**src/rtl/prog_sequencer.sv**
```systemverilog
// rtl/prog_sequencer.sv - fetch/execute/memory sequencer for the 9-bit core
// Owns the PC, steps FETCH->EXEC(->MEM) and qualifies decoder write requests.
module prog_sequencer #(
  parameter int PC_W       = 10,
  parameter int START_ADDR = 0,
  parameter int MEM_WAIT   = 1,
  parameter int CNT_W      = 16
) (
  input  logic             i_clk,
  input  logic             i_reset,
  input  logic             i_start,
  input  logic             i_jump,
  input  logic             i_branch_en,
  input  logic             i_branch_cond,
  input  logic             i_load_inst,
  input  logic             i_store_inst,
  input  logic             i_reg_wr_en,
  input  logic             i_mem_wr_en,
  input  logic             i_ack,
  input  logic [PC_W-1:0]  i_targ_addr,
  output logic [PC_W-1:0]  o_prog_ctr,
  output logic             o_ir_load,
  output logic             o_reg_wr_gate,
  output logic             o_mem_wr_gate,
  output logic             o_busy,
  output logic             o_done,
  output logic [CNT_W-1:0] o_cycle_cnt,
  output logic [CNT_W-1:0] o_instr_cnt
);

  localparam logic [PC_W-1:0]  START_PC = PC_W'(START_ADDR);
  localparam logic [PC_W-1:0]  PC_ONE   = PC_W'(1);
  localparam logic [3:0]       MEM_LAST = 4'(MEM_WAIT - 1);
  localparam logic [CNT_W-1:0] CNT_ONE  = CNT_W'(1);
  localparam logic [CNT_W-1:0] CNT_MAX  = '1;

  typedef enum logic [2:0] {
    S_IDLE  = 3'd0,
    S_FETCH = 3'd1,
    S_EXEC  = 3'd2,
    S_MEM   = 3'd3,
    S_DONE  = 3'd4
  } state_t;

  state_t           r_state;
  state_t           w_next_state;
  logic [PC_W-1:0]  r_pc;
  logic [PC_W-1:0]  w_pc_next;
  logic [3:0]       r_mem_cnt;
  logic [3:0]       w_mem_cnt_next;
  logic [CNT_W-1:0] r_cycle_cnt;
  logic [CNT_W-1:0] r_instr_cnt;
  logic             w_busy;
  logic             w_cnt_clr;
  logic             w_instr_inc;
  logic             w_ir_load;
  logic             w_reg_wr;
  logic             w_mem_wr;

  always_ff @(posedge i_clk) begin
    if (i_reset) begin
      r_state   <= S_IDLE;
      r_pc      <= START_PC;
      r_mem_cnt <= '0;
    end else begin
      r_state   <= w_next_state;
      r_pc      <= w_pc_next;
      r_mem_cnt <= w_mem_cnt_next;
    end
  end

  always_comb begin
    w_next_state   = r_state;
    w_pc_next      = r_pc;
    w_mem_cnt_next = r_mem_cnt;
    w_cnt_clr      = 1'b0;
    w_instr_inc    = 1'b0;
    w_ir_load      = 1'b0;
    w_reg_wr       = 1'b0;
    w_mem_wr       = 1'b0;
    case (r_state)
      S_IDLE, S_DONE: begin
        if (i_start) begin
          w_next_state   = S_FETCH;
          w_pc_next      = START_PC;
          w_mem_cnt_next = '0;
          w_cnt_clr      = 1'b1;
        end
      end
      S_FETCH: begin
        w_ir_load    = 1'b1;
        w_next_state = S_EXEC;
      end
      S_EXEC: begin
        if (i_ack) begin
          w_next_state = S_DONE;
          w_instr_inc  = 1'b1;
        end else if (i_load_inst || i_store_inst) begin
          w_next_state   = S_MEM;
          w_mem_cnt_next = MEM_LAST;
        end else begin
          w_reg_wr     = i_reg_wr_en;
          w_instr_inc  = 1'b1;
          w_next_state = S_FETCH;
          if (i_jump || (i_branch_en && i_branch_cond))
            w_pc_next = i_targ_addr;
          else
            w_pc_next = r_pc + PC_ONE;
        end
      end
      S_MEM: begin
        // Store writes on entry, load writes back on exit; both when MEM_WAIT=1.
        if (r_mem_cnt == MEM_LAST)
          w_mem_wr = i_mem_wr_en && i_store_inst;
        if (r_mem_cnt == 4'd0) begin
          w_reg_wr     = i_reg_wr_en && i_load_inst;
          w_pc_next    = r_pc + PC_ONE;
          w_instr_inc  = 1'b1;
          w_next_state = S_FETCH;
        end else begin
          w_mem_cnt_next = r_mem_cnt - 4'd1;
        end
      end
      default: begin
        w_next_state = S_IDLE;
      end
    endcase
  end

  assign w_busy = (r_state == S_FETCH) || (r_state == S_EXEC) || (r_state == S_MEM);

  always_ff @(posedge i_clk) begin
    if (i_reset || w_cnt_clr) begin
      r_cycle_cnt <= '0;
      r_instr_cnt <= '0;
    end else begin
      if (w_busy && (r_cycle_cnt != CNT_MAX))
        r_cycle_cnt <= r_cycle_cnt + CNT_ONE;
      if (w_instr_inc && (r_instr_cnt != CNT_MAX))
        r_instr_cnt <= r_instr_cnt + CNT_ONE;
    end
  end

  // Reset in the same cycle suppresses any strobe the current state would raise.
  assign o_ir_load     = w_ir_load && !i_reset;
  assign o_reg_wr_gate = w_reg_wr && !i_reset;
  assign o_mem_wr_gate = w_mem_wr && !i_reset;
  assign o_prog_ctr    = r_pc;
  assign o_busy        = w_busy;
  assign o_done        = (r_state == S_DONE);
  assign o_cycle_cnt   = r_cycle_cnt;
  assign o_instr_cnt   = r_instr_cnt;

endmodule

```
**config.mk**
```make
export PLATFORM = sky130hd
export DESIGN_NAME = prog_sequencer
export DESIGN_NICKNAME = d
export VERILOG_FILES = /design/src/rtl/prog_sequencer.sv
export SDC_FILE = /design/constraint.sdc
export NUM_CORES = 1
export LEC_CHECK = 0
export ABC_CLOCK_PERIOD_IN_PS = 5100
export CORE_UTILIZATION = 30
export DETAILED_ROUTE_END_ITERATION = 7
export HOLD_SLACK_MARGIN = 0.06
export PLACE_DENSITY = 0.54
export SYNTH_ARGS = -nofsm -noshare
export SYNTH_HDL_FRONTEND = slang
export SYNTH_SLANG_ARGS = --single-unit
```
**constraint.sdc**
```tcl
create_clock -name i_clk -period 5.1 [get_ports i_clk]
set_clock_uncertainty 0.05 [all_clocks]
set_input_delay 0.765 -clock i_clk [delete_from_list [all_inputs] [get_ports i_clk]]
set_output_delay 0.765 -clock i_clk [all_outputs]
set_load 0.02 [all_outputs]
```
---- Yosys cells after proc, flatten, opt, wreduce, memory -nomap -nowiden ----
Index checks and enable logic that the tools add are counted.
word-level totals
  ROM bits ................................ 0
  RAM bits ................................ 0
  latch bits .............................. 0
  logic and storage cells ................. 71
  bits in registers ....................... 49
  output and inout port bits .............. 47
  memories kept ........................... 0
  bits of input ports ..................... 21
cells by class
  reduce and logical (&&, ||, !) cells .... 21
  equal/unequal tests ..................... 12
  mux-type cells .......................... 29
  divide/modulo/power cells ............... 0
  bitwise gates (word level) .............. 0
  multiply operators ...................... 0
  shift-type cells ........................ 0
  order comparisons ....................... 0
  $add $sub $neg .......................... 4
operators by type and width
  kind                                                 number
  2-to-1 mux 10 bit                                    5
  adder 16 x 1 -> 16 bit, second input constant        2
  inequality test 16 bit, second input constant        2
  case mux 10 bit (3 select lines)                     1
  2-to-1 mux 4 bit                                     4
  inequality test 2 bit, second input constant         6
  case mux 3 bit (4 select lines)                      1
  case mux 4 bit (3 select lines)                      1
  2-to-1 mux 1 bit                                     11
  adder 10 x 1 -> 10 bit, second input constant        1
  AND reduction 5 bit                                  2
  2-to-1 mux 3 bit                                     3
  logical AND 1 bit                                    8
  equality test 3 x 2 -> 1 bit, second input constant  2
  logical OR 1 bit                                     5
  logical NOT 4 bit                                    1
  case mux 1 bit (2 select lines)                      2
  subtractor 4 x 1 -> 4 bit, second input constant     1
  equality test 3 x 1 -> 1 bit, second input constant  1
  equality test 3 bit, second input constant           1
  logical NOT 3 bit                                    1
  nonzero test 3 bit                                   1
  2-to-1 mux 2 bit                                     1
  AND reduction 2 bit                                  1
  2 further kinds                                      2

---- Longest topological paths before layout ----
  depth in word-level cells ............... 6
  mapped depth ............................ 8
  depth with buffers taken out ............ 7

---- Worst setup path before layout ----
Ideal clock, no wire load.
  kind .................................... input -> output
  start point ............................. input port i_ack
  end point ............................... output port o_reg_wr_gate
  arrival ................................. 1918 ps
  setup slack ............................. 2367 ps
  path buffers ............................ 0
  stages on the path ...................... 3
  cell sequence ........................... nor4_1 a31oi_1 nor4b_1
between the ends
  word-level cells in the longest chain between the ends .. 3
RTL lines
  item                             RTL line  text
  start: declaration               19        input logic i_ack,
  2-to-1 mux 1 bit                 95        if (i_ack) begin
  case mux 1 bit (2 select lines)  81        case (r_state)
  logical AND 1 bit                146       assign o_reg_wr_gate = w_reg_wr && !i_reset;
  end: declaration                 23        output logic o_reg_wr_gate,
Every way passes these cells.

---- Worst setup path in the final report ----
Ends and elaborated chain as after synthesis.

==> impl_metrics.env <==
export IMPL_status="finished, final reports clean"
export IMPL_antenna_found_initial=0
export IMPL_drc=0
export IMPL_wirelength_um=6610
export IMPL_grt_ovfl_total=0
export IMPL_yosysTopAreaCell="dfxtp_1"
export IMPL_synth_ff_latch_count=49
export IMPL_cts_tree="done"
export IMPL_ys_flop_type="dfxtp_1"
export IMPL_cts_hold_buffers=0
export IMPL_finalCriticalPeriod_ns=3.44
export IMPL_worst_path_max_fanout=4
export IMPL_peakVddDrop_uv=100
export IMPL_portBuffers=67
export IMPL_r2r_start="r_mem_cnt[1]"
export IMPL_highest_layer="met4"
export IMPL_drv_slew=0
export IMPL_drive_gt1_share_pct=5.71
export IMPL_slew_headroom_pct=43.6
export IMPL_dp_hpwl_um=4600
export IMPL_fin_area_sq_um=3490
export IMPL_ctsLongestPathBuffers=2
export IMPL_num_io_pins=68
export IMPL_place_area_sq_um=3410
export IMPL_wl_met2_um=2700
export IMPL_cap_violations=0
export IMPL_die_x_um=96.7
export IMPL_dp_slack_ns=1.64
export IMPL_critical_path_startpoint="i_ack"
export IMPL_wl_met3_um=342
export IMPL_grt_max_degree=33
export IMPL_core_sq_um=8720
export IMPL_async_flop_share_pct=0
export IMPL_hold_viol=0
export IMPL_final_common_cell="clkdlybuf4s50_1"
export IMPL_fin_tns_setup_ns=0
export IMPL_vias_per_cell=5.11
export IMPL_clk_latency_ns=0.30
export IMPL_num_rows=34
export IMPL_yosysSeqAreaShare_pct=36.4
export IMPL_grt_pass1_wl_um=11500
export IMPL_cts_buffers_inserted=5
export IMPL_clk_pin_slew_ns=0.09
export IMPL_root_buffer="clkbuf_8"
export IMPL_synth_area_top_cells="dfxtp_1 36%, xnor2_1 6.8%, nor2_1 6.1%"
export IMPL_vias=2519
export IMPL_track_usage_pct=14.6
export IMPL_clock_sinks=49
export IMPL_hp_start="r_mem_cnt[0]"
export IMPL_drtIter0Drc=50
export IMPL_grt_setup_unrepaired="no"
export IMPL_worst_setup_path_type="in -> out"
export IMPL_fmax_mhz=290
export IMPL_cts_setup_buffers=0
export IMPL_place_congestion=0.774
export IMPL_cp_data_required_time_ns=4.28
export IMPL_cts_max_level=2
export IMPL_synth_edf_count=0
export IMPL_hold_class="reg -> reg"
export IMPL_grt_pass1_vias=2356
export IMPL_finalCritPeriodShare_pct=67.5
export IMPL_fin_nets=409
export IMPL_crit_path_start_kind="primary input"
export IMPL_synthDominantCellAreaShare_pct=36.4
export IMPL_wl_met1_um=3520
export IMPL_setup_violations=0
export IMPL_initial_utilization_pct=30.9
export IMPL_worst_ep_arrival_time_ns=2.63
export IMPL_ant_nets=0
export IMPL_syn_to_final_growth_pct=29.8
export IMPL_drt_pass1_iterations=4
export IMPL_ctsResizeCount=0
export IMPL_postSynthAreaPerCell_sq_um=8.28
export IMPL_dieArea_sq_um=9350
export IMPL_p_leak_nw=1.10
export IMPL_syn_inst=325
export IMPL_die_height_um=96.7
export IMPL_worstMarginPinSlew_ns=0.839
export IMPL_avgRoutedWirePerCell_um=13.4
export IMPL_crit_path_end_kind="output pin"
export IMPL_final_cell_mix="67 x clkdlybuf4s50_1, 49 x dfxtp_1, 44 x nor2_1"
export IMPL_powerDensity_nw_per_um2=206
export IMPL_insertedDiodeCount=0
export IMPL_syn_nets=350
export IMPL_finalWorstSetupSlack_ns=1.66
export IMPL_synth_distinct_cells=59
export IMPL_yosys_warnings=0
export IMPL_timing_hold_ws_ns=0.468
export IMPL_syn_area_sq_um=2690
metrics by stage:
stage / utilization [%] / std cells / power, W
2_1_floorplan: - / 325 / 0.000466
3_3_place_gp: 39.1 / 485 / 0.000505
3_5_place_dp: 39.1 / 485 / 0.000505
4_1_cts: 40.1 / 493 / 0.000737
5_1_grt: 40.1 / 493 / 0.000762
6_report: 40.1 / 493 / 0.000720
critical path: stages:
cell             delay [ns]
clkdlybuf4s50_1        0.47
nor4_1                 0.38
a31oi_1                0.07
nor4b_1                0.30
clkdlybuf4s50_1        0.65
kinds of logic (layout without fill, tap and decap cells):
group	count (synthesis)	count (layout)	synth area share, %
compound gates	63	63	15.4
fa+ha+maj	4	4	1.86
buf+inv	28	88	5.11
simple gates	150	150	31.0
mux	2	2	0.744
flops	49	49	36.4
xor+xnor	29	29	9.44
per-layer routing:
metal / GRT usage [%] / vias up
met5: 0 / -
met2: 21.8 / 69
met3: 3.68 / 5
met4: 3.79 / 0
met1: 20.9 / 1158
li1: - / 1287
flip-flops by register name, summed over array words and instances, names as in the netlist:
| name | cells |
|---|---|
| r_state | 3 |
| o_prog_ctr | 10 |
| o_instr_cnt | 16 |
| r_mem_cnt | 4 |
| o_cycle_cnt | 16 |
path summary, 6_finish.rpt:
check                        end  slack (ns)  cells past startpoint
hold / removal      r_mem_cnt[0]        0.47                      2
setup / recovery   o_reg_wr_gate        1.66                      5
setup reg to reg  o_instr_cnt[8]        2.85                      7
hold reg to reg     r_mem_cnt[0]        0.47                      2
final cells by class:
type	count	area [sq um]
clock buffers	6	72.6
clock inverters	2	10.0
fillers	883	5230
inverters	12	45.0
multi-input cells	248	1570
flip-flops and latches	49	981
well taps	108	135
repair buffers	68	678
cells in the mapped netlist, types with 5 or more instances:
library cell	count
nor2_1	44
nor4_1	7
xnor2_1	21
nand3_1	11
nor3_1	16
and3_1	6
dfxtp_1	49
clkbuf_1	6
inv_1	12
o21ai_0	16
nor3b_1	7
and2_1	7
nand4_1	8
nand2_1	19
a21oi_1	15
buf_2	5
xor2_1	8
power by group:
group          switching, W   total, W  internal (W)
logic             0.0000524  0.0000959     0.0000435
clock network      0.000128   0.000224     0.0000954
registers         0.0000114   0.000400      0.000389
No activity file was read; power rests on OpenSTA's default activity.
